--- src/rtl/omsp_spm_cmd_seq.sv ---
// omsp_spm_cmd_seq: sequences SPM PROTECT/UNPROTECT/QUERY commands against the SPM controller.
// Key loading after PROTECT is built only when SPM_KEY_LOAD_EN is defined.
module omsp_spm_cmd_seq #(
    parameter int KEY_WORDS = 8,
    parameter int TIMEOUT   = 255
) (
    input  logic        mclk,
    input  logic        puc_rst,
    input  logic        cmd_start,
    input  logic [1:0]  cmd_op,
    input  logic        violation,
    input  logic        spm_select_valid,
    input  logic [15:0] requested_data,
    input  logic [15:0] key_word,
    input  logic        key_valid,
    output logic        key_ready,
    output logic        update_spm,
    output logic        enable_spm,
    output logic        write_key,
    output logic [15:0] key_in,
    output logic [2:0]  data_request,
    output logic        busy,
    output logic        done,
    output logic        error,
    output logic [15:0] query_data,
    output logic [2:0]  query_idx,
    output logic        query_valid
);
    typedef enum logic [2:0] {IDLE, UPDATE, KEYLOAD, QUERY, DONE} state_t;
    localparam logic [1:0] OP_PROT = 2'd0, OP_QUERY = 2'd2, OP_RSVD = 2'd3;

    state_t      state_q, state_d;
    logic [1:0]  op_q, op_d;
    logic        error_q, error_d;
    logic [1:0]  qn_q, qn_d;
    logic [15:0] query_data_q, query_data_d;
    logic [2:0]  query_idx_q, query_idx_d;
    logic        query_valid_q, query_valid_d;
    logic        key_accept;

`ifdef SPM_KEY_LOAD_EN
    localparam int WW = KEY_WORDS > 1 ? $clog2(KEY_WORDS) : 1;
    localparam logic [WW-1:0] LAST_WORD = WW'(KEY_WORDS - 1);
    localparam logic [7:0] IDLE_LAST = 8'(TIMEOUT - 1);
    logic [WW-1:0] word_cnt_q, word_cnt_d;
    logic [7:0]    idle_cnt_q, idle_cnt_d;
    assign key_ready = state_q == KEYLOAD;
    always_comb begin
        word_cnt_d = '0;
        idle_cnt_d = '0;
        if (state_q == KEYLOAD) begin
            word_cnt_d = (key_accept && word_cnt_q != LAST_WORD) ? word_cnt_q + 1'b1 : word_cnt_q;
            idle_cnt_d = key_accept ? 8'd0 : idle_cnt_q + 8'd1;
        end
    end
    always_ff @(posedge mclk or posedge puc_rst) begin
        if (puc_rst) begin
            word_cnt_q <= '0;
            idle_cnt_q <= '0;
        end else begin
            word_cnt_q <= word_cnt_d;
            idle_cnt_q <= idle_cnt_d;
        end
    end
`else
    assign key_ready = 1'b0;
`endif

    assign key_accept = key_ready & key_valid;
    assign write_key  = key_accept;
    assign key_in     = key_accept ? key_word : 16'h0;
    assign error       = error_q;
    assign query_data  = query_data_q;
    assign query_idx   = query_idx_q;
    assign query_valid = query_valid_q;

    always_comb begin
        state_d       = state_q;
        op_d          = op_q;
        error_d       = error_q;
        qn_d          = 2'd0;
        query_data_d  = query_data_q;
        query_idx_d   = query_idx_q;
        query_valid_d = 1'b0;
        busy          = state_q != IDLE;
        done          = state_q == DONE;
        update_spm    = state_q == UPDATE;
        enable_spm    = state_q == UPDATE && op_q == OP_PROT;
        data_request  = 3'd0;
        case (state_q)
            IDLE: if (cmd_start) begin
                op_d    = cmd_op;
                error_d = cmd_op == OP_RSVD;
                state_d = cmd_op == OP_RSVD ? DONE : cmd_op == OP_QUERY ? QUERY : UPDATE;
            end
            UPDATE: begin
                error_d = violation;
`ifdef SPM_KEY_LOAD_EN
                state_d = (op_q == OP_PROT && !violation) ? KEYLOAD : DONE;
`else
                state_d = DONE;
`endif
            end
`ifdef SPM_KEY_LOAD_EN
            KEYLOAD: begin
                if (key_accept && word_cnt_q == LAST_WORD) begin
                    state_d = DONE;
                    error_d = 1'b0;
                end else if (!key_valid && idle_cnt_q == IDLE_LAST) begin
                    state_d = DONE;
                    error_d = 1'b1;
                end
            end
`endif
            QUERY: begin
                if (qn_q == 2'd0 && !spm_select_valid) begin
                    state_d = DONE;
                    error_d = 1'b1;
                end else begin
                    // Selector n = qn_q + 1; its word is presented one cycle later.
                    data_request  = {1'b0, qn_q} + 3'd1;
                    query_data_d  = requested_data;
                    query_idx_d   = data_request;
                    query_valid_d = 1'b1;
                    qn_d          = qn_q + 2'd1;
                    if (qn_q == 2'd3) begin
                        state_d = DONE;
                        error_d = 1'b0;
                    end
                end
            end
            DONE:    state_d = IDLE;
            default: state_d = IDLE;
        endcase
    end

    always_ff @(posedge mclk or posedge puc_rst) begin
        if (puc_rst) begin
            state_q       <= IDLE;
            op_q          <= 2'd0;
            error_q       <= 1'b0;
            qn_q          <= 2'd0;
            query_data_q  <= 16'h0;
            query_idx_q   <= 3'd0;
            query_valid_q <= 1'b0;
        end else begin
            state_q       <= state_d;
            op_q          <= op_d;
            error_q       <= error_d;
            qn_q          <= qn_d;
            query_data_q  <= query_data_d;
            query_idx_q   <= query_idx_d;
            query_valid_q <= query_valid_d;
        end
    end
endmodule

--- config.mk ---
export PLATFORM = sky130hd
export DESIGN_NAME = omsp_spm_cmd_seq
export DESIGN_NICKNAME = d
export VERILOG_FILES = /design/src/rtl/omsp_spm_cmd_seq.sv
export SDC_FILE = /design/constraint.sdc
export NUM_CORES = 1
export LEC_CHECK = 0
export CAP_MARGIN = 20
export CORE_ASPECT_RATIO = 1.75
export CORE_MARGIN = 1
export CORE_UTILIZATION = 37
export DETAILED_ROUTE_END_ITERATION = 16
export PLACE_DENSITY_LB_ADDON = 0.05
export SLEW_MARGIN = 0
export SYNTH_ARGS = -nofsm -noshare
export SYNTH_HDL_FRONTEND = slang
export SYNTH_SLANG_ARGS = --single-unit
--- constraint.sdc ---
create_clock -name mclk -period 2.2 [get_ports mclk]
set_input_delay 0.44 -clock mclk [delete_from_list [all_inputs] [get_ports mclk]]
set_output_delay 0.44 -clock mclk [all_outputs]
set_load 0.005 [all_outputs]
==> results by group <==
Status
  • Status: complete, no violations

Routing
  • Overall routed net length: 2650 µm
  • Average wire per standard cell: 12.7 µm
  • Post-route DRC: 0
  • DRT iter0 DRCs: 3
  • Detail-routed via count per cell: 4.37
  • Antenna viol nets, final: 0
  • Vias after detailed routing: 913
  • DRT Pass-1 Iters: 3

Clock tree
  • Number of buffers added by the clock tree synthesis step: 3
  • Root cell of the clock tree: clkbuf_8
  • Maximum level of the CTS H-tree: 1
  • Clock Tree Buf Depth: 2
  • Clock-pin slew of the registers on the worst-case setup and hold paths: 0.09 ns
  • Hold buffers post-CTS: 0
  • Clock sink total: 28
  • Clk Latency, worst-skew pair: 0.26 ns
  • TritonCTS clock tree: built

Setup path
  • Category of the critical setup timing path: in -> out
  • Nature of the critical path startpoint: primary input
  • Crit end category: output pin
  • Worst Path Arrival: 1.67 ns
  • Top Family by Delay on Critical Path: buffers and inverters
  • Highest-delay cell along the critical path: clkdlybuf4s50_1
  • Crit path largest cell delay: 0.45 ns
  • Required time of the critical path: 1.76 ns
  • Worst-path maximum fanout: 3
  • Ordered list of cells on the worst path: clkdlybuf4s50_1 > and2b_1 > nand2b_4 > inv_6 > and2_1 > dlygate4sd2_1
  • Crit path buffers/inverters: 3

GRT
  • Pin count of the biggest net entering global routing: 21
  • Vias in the first global route: 984
  • Wire length of the first global-routing pass: 4480 µm
  • Gr usage total: 14.0%
  • Total congestion overflow: 0
  • Antenna violations before repair: 0

Power
  • Portion of total power attributed to the clock network: 18.5%
  • Total internal power: 1.09 mW
  • Sequential share of power: 48.4%
  • Switching fraction of total power: 23.6%
  • Pwr Density: 718 mW/mm²
  • Total leakage power: 0.940 nW
  • Net switching power figure: 0.336 mW
  • Max VDD drop: 0.387 mV
  • Combinational group share of total power: 33.0%

Die
  • Chip Width: 49.0 µm
  • Chip Height: 84.2 µm
  • Die footprint: 0.00412 mm²
  • Number of core rows: 29
  • I/O pin count: 86
  • Starting Density: 39.0%
  • Core box area: 0.00366 mm²

STA
  • Final clock skew: 0.00536 ns
  • Final hold violation count: 0
  • Shortest clock period the worst path allows after layout: 2.11 ns
  • Part of the cycle the worst path needs: 95.7%
  • Sum of negative setup slack: 0 ns
  • Finish-stage setup viols: 0
  • Highest clock rate: 0.475 GHz
  • Unrepaired setup endpoints after global routing: false
  • Total count of max-transition violations in the final report: 0

Synth
  • Synth Warn #: 0
  • Post-synthesis instance total: 105
  • Area of the mapped netlist: 0.00143 mm²
  • Average footprint of a synthesized cell: 13.6 µm²
  • Distinct cells, synth: 28
  • Sequential cell area fraction in the yosys report: 49.0%
  • Flop and latch count out of synthesis: 28

Worst hold path
  • Hold/Removal Path Class: in -> async

Place
  • Placer's final routability congestion estimate: 0.742
  • Post-DP HPWL: 2090 µm
  • Port Buffers: 50

Cells and area
  • Antenna cells: 0
  • Area growth, synth to finish: 38.7%
  • Fillers: 351
  • Footprint of the flip-flops and latches: 702 µm²
  • Total area of multi-input combinational cells: 588 µm²
  • Share of final-layout standard cells stronger than drive strength 1: 23.9%
  • # nets final: 208
  • Util after Layout: 54.1%

Job
  • Number of max-cap violations: 0
-- through the flow --
step	hold WS, ns	power (mW)	setup WS (ns)	area, µm²	cells
detailed placement	0.497	1.17	-0.191	1920	204
floorplan	0.480	0.911	0.474	1490	122
global route	0.463	1.51	0.00607	1980	209
finish	0.440	1.42	0.0945	1980	209
CTS	0.446	1.44	0.0104	1970	208
global placement	0.488	1.16	-0.181	1920	204
-- cells in the final DEF, fill, tap and decap left out --
cell type	n
a21oi_1	1
a221oi_1	1
and2_1	2
and2_2	1
and2b_1	2
and3b_4	1
and4bb_2	1
buf_4	8
clkbuf_8	3
clkdlybuf4s50_1	48
conb_1	18
dfrtp_1	27
dfrtp_2	1
dlygate4sd2_1	2
ha_1	3
inv_1	7
inv_6	1
mux2_2	3
mux2_4	18
mux2i_1	1
nand2_1	1
nand2b_4	1
nand3b_1	1
nor2_1	3
nor3_1	2
nor4_2	1
o21ai_0	1
o221ai_1	1
o22ai_1	1
o32ai_1	1
or2b_1	1
-- worst paths after layout --
check                                     startpoint  slack [ns]                         to  cells past startpoint
min reg2reg                query_data[3]$_DFFE_PP0P_        0.52  query_data[3]$_DFFE_PP0P_                      1
min                                          puc_rst        0.44          error$_DFFE_PP0P_                      2
max reg2reg                        qn_q[0]$_DFF_PP0_        0.39  query_data[8]$_DFFE_PP0P_                      7
max in group asynchronous                    puc_rst        1.27  query_data[6]$_DFFE_PP0P_                      3
max                                 spm_select_valid        0.09            data_request[1]                      6
min in group mclk          query_data[3]$_DFFE_PP0P_        0.52  query_data[3]$_DFFE_PP0P_                      1
-- cells in the mapped netlist --
cell type / number / area, µm²
o22ai_1: 1 / 6.26
nor4_1: 1 / 6.26
dfrtp_1: 28 / 701
inv_1: 7 / 26.3
mux2i_1: 1 / 10.0
a21oi_1: 1 / 5.00
nand3b_1: 1 / 7.51
and2_1: 2 / 12.5
nand2_1: 1 / 3.75
nor3_1: 2 / 10.0
buf_12: 2 / 40.0
buf_4: 18 / 135
nand2b_4: 1 / 13.8
inv_6: 1 / 8.76
and2b_1: 2 / 15.0
o32ai_1: 1 / 8.76
conb_1: 1 / 3.75
a221oi_1: 1 / 8.76
and3b_4: 1 / 12.5
mux2_2: 3 / 33.8
nor2_1: 3 / 11.3
o221ai_1: 1 / 8.76
ha_1: 3 / 37.5
and2_2: 1 / 7.51
and4bb_2: 1 / 12.5
mux2_4: 18 / 270
o21ai_0: 1 / 5.00
or2b_1: 1 / 7.51
-- worst reg2reg max path, delay by kind of cell, from the launching register on --
| family | cells | cell delay, ns |
|---|---|---|
| fa+ha+maj | 1 | 0.18 |
| buf+inv | 3 | 0.44 |
| flops | 1 | 0.36 |
| mux | 1 | 0.39 |
| simple gates | 2 | 0.34 |
-- repair_timing --
| action | CTS | global route |
|---|---|---|
| pin swaps | 0 | 0 |
| cloned | 0 | 0 |
| setup buffers | 1 | 1 |
| endpoints found under the setup margin | 3 | 1 |
| endpoints found under the hold margin | 0 | 0 |
| gates resized for setup | 3 | 1 |
-- logic make-up (layout without fill, tap and decap cells) --
family | after synthesis | in the layout | share of synthesized area [%]
compound gates | 6 | 6 | 2.98
fa+ha+maj | 3 | 3 | 2.63
buf+inv | 28 | 69 | 14.7
flops | 28 | 28 | 49.0
mux | 22 | 22 | 22.0
other cells | 1 | 18 | 0.262
simple gates | 17 | 17 | 8.41
-- power groups by stage --
stage / Sequential, mW / Combinational (mW) / Clock, mW
3_5_place_dp: 0.695 / 0.470 / 0
4_1_cts: 0.690 / 0.473 / 0.279
2_1_floorplan: 0.696 / 0.216 / 0
3_3_place_gp: 0.693 / 0.464 / 0
6_report: 0.689 / 0.470 / 0.264
5_1_grt: 0.705 / 0.506 / 0.303
-- registers in the layout, summed over array words and instances, names as in the netlist --
| name | flops |
|---|---|
| query_data | 16 |
| query_idx | 3 |
| state_q | 3 |
| op_q | 2 |
| qn_q | 2 |
| error | 1 |
| query_valid | 1 |
-- final cells by class --
type                    instances  area share [%]
repair buffers                 58            28.2
inverters                       8            1.77
clock buffers                   3            2.08
multi-input cells              66            29.7
flip-flops and latches         28            35.4
well taps                      46            2.90
-- layer usage --
metal	GRT usage, %	up-vias	routed length, µm
met4	5.61	0	24
met5	0	-	0
li1	-	431	-
met3	1.81	2	77
met2	27.0	26	1580
met1	14.8	454	971
(Power assumes the default switching activity.)
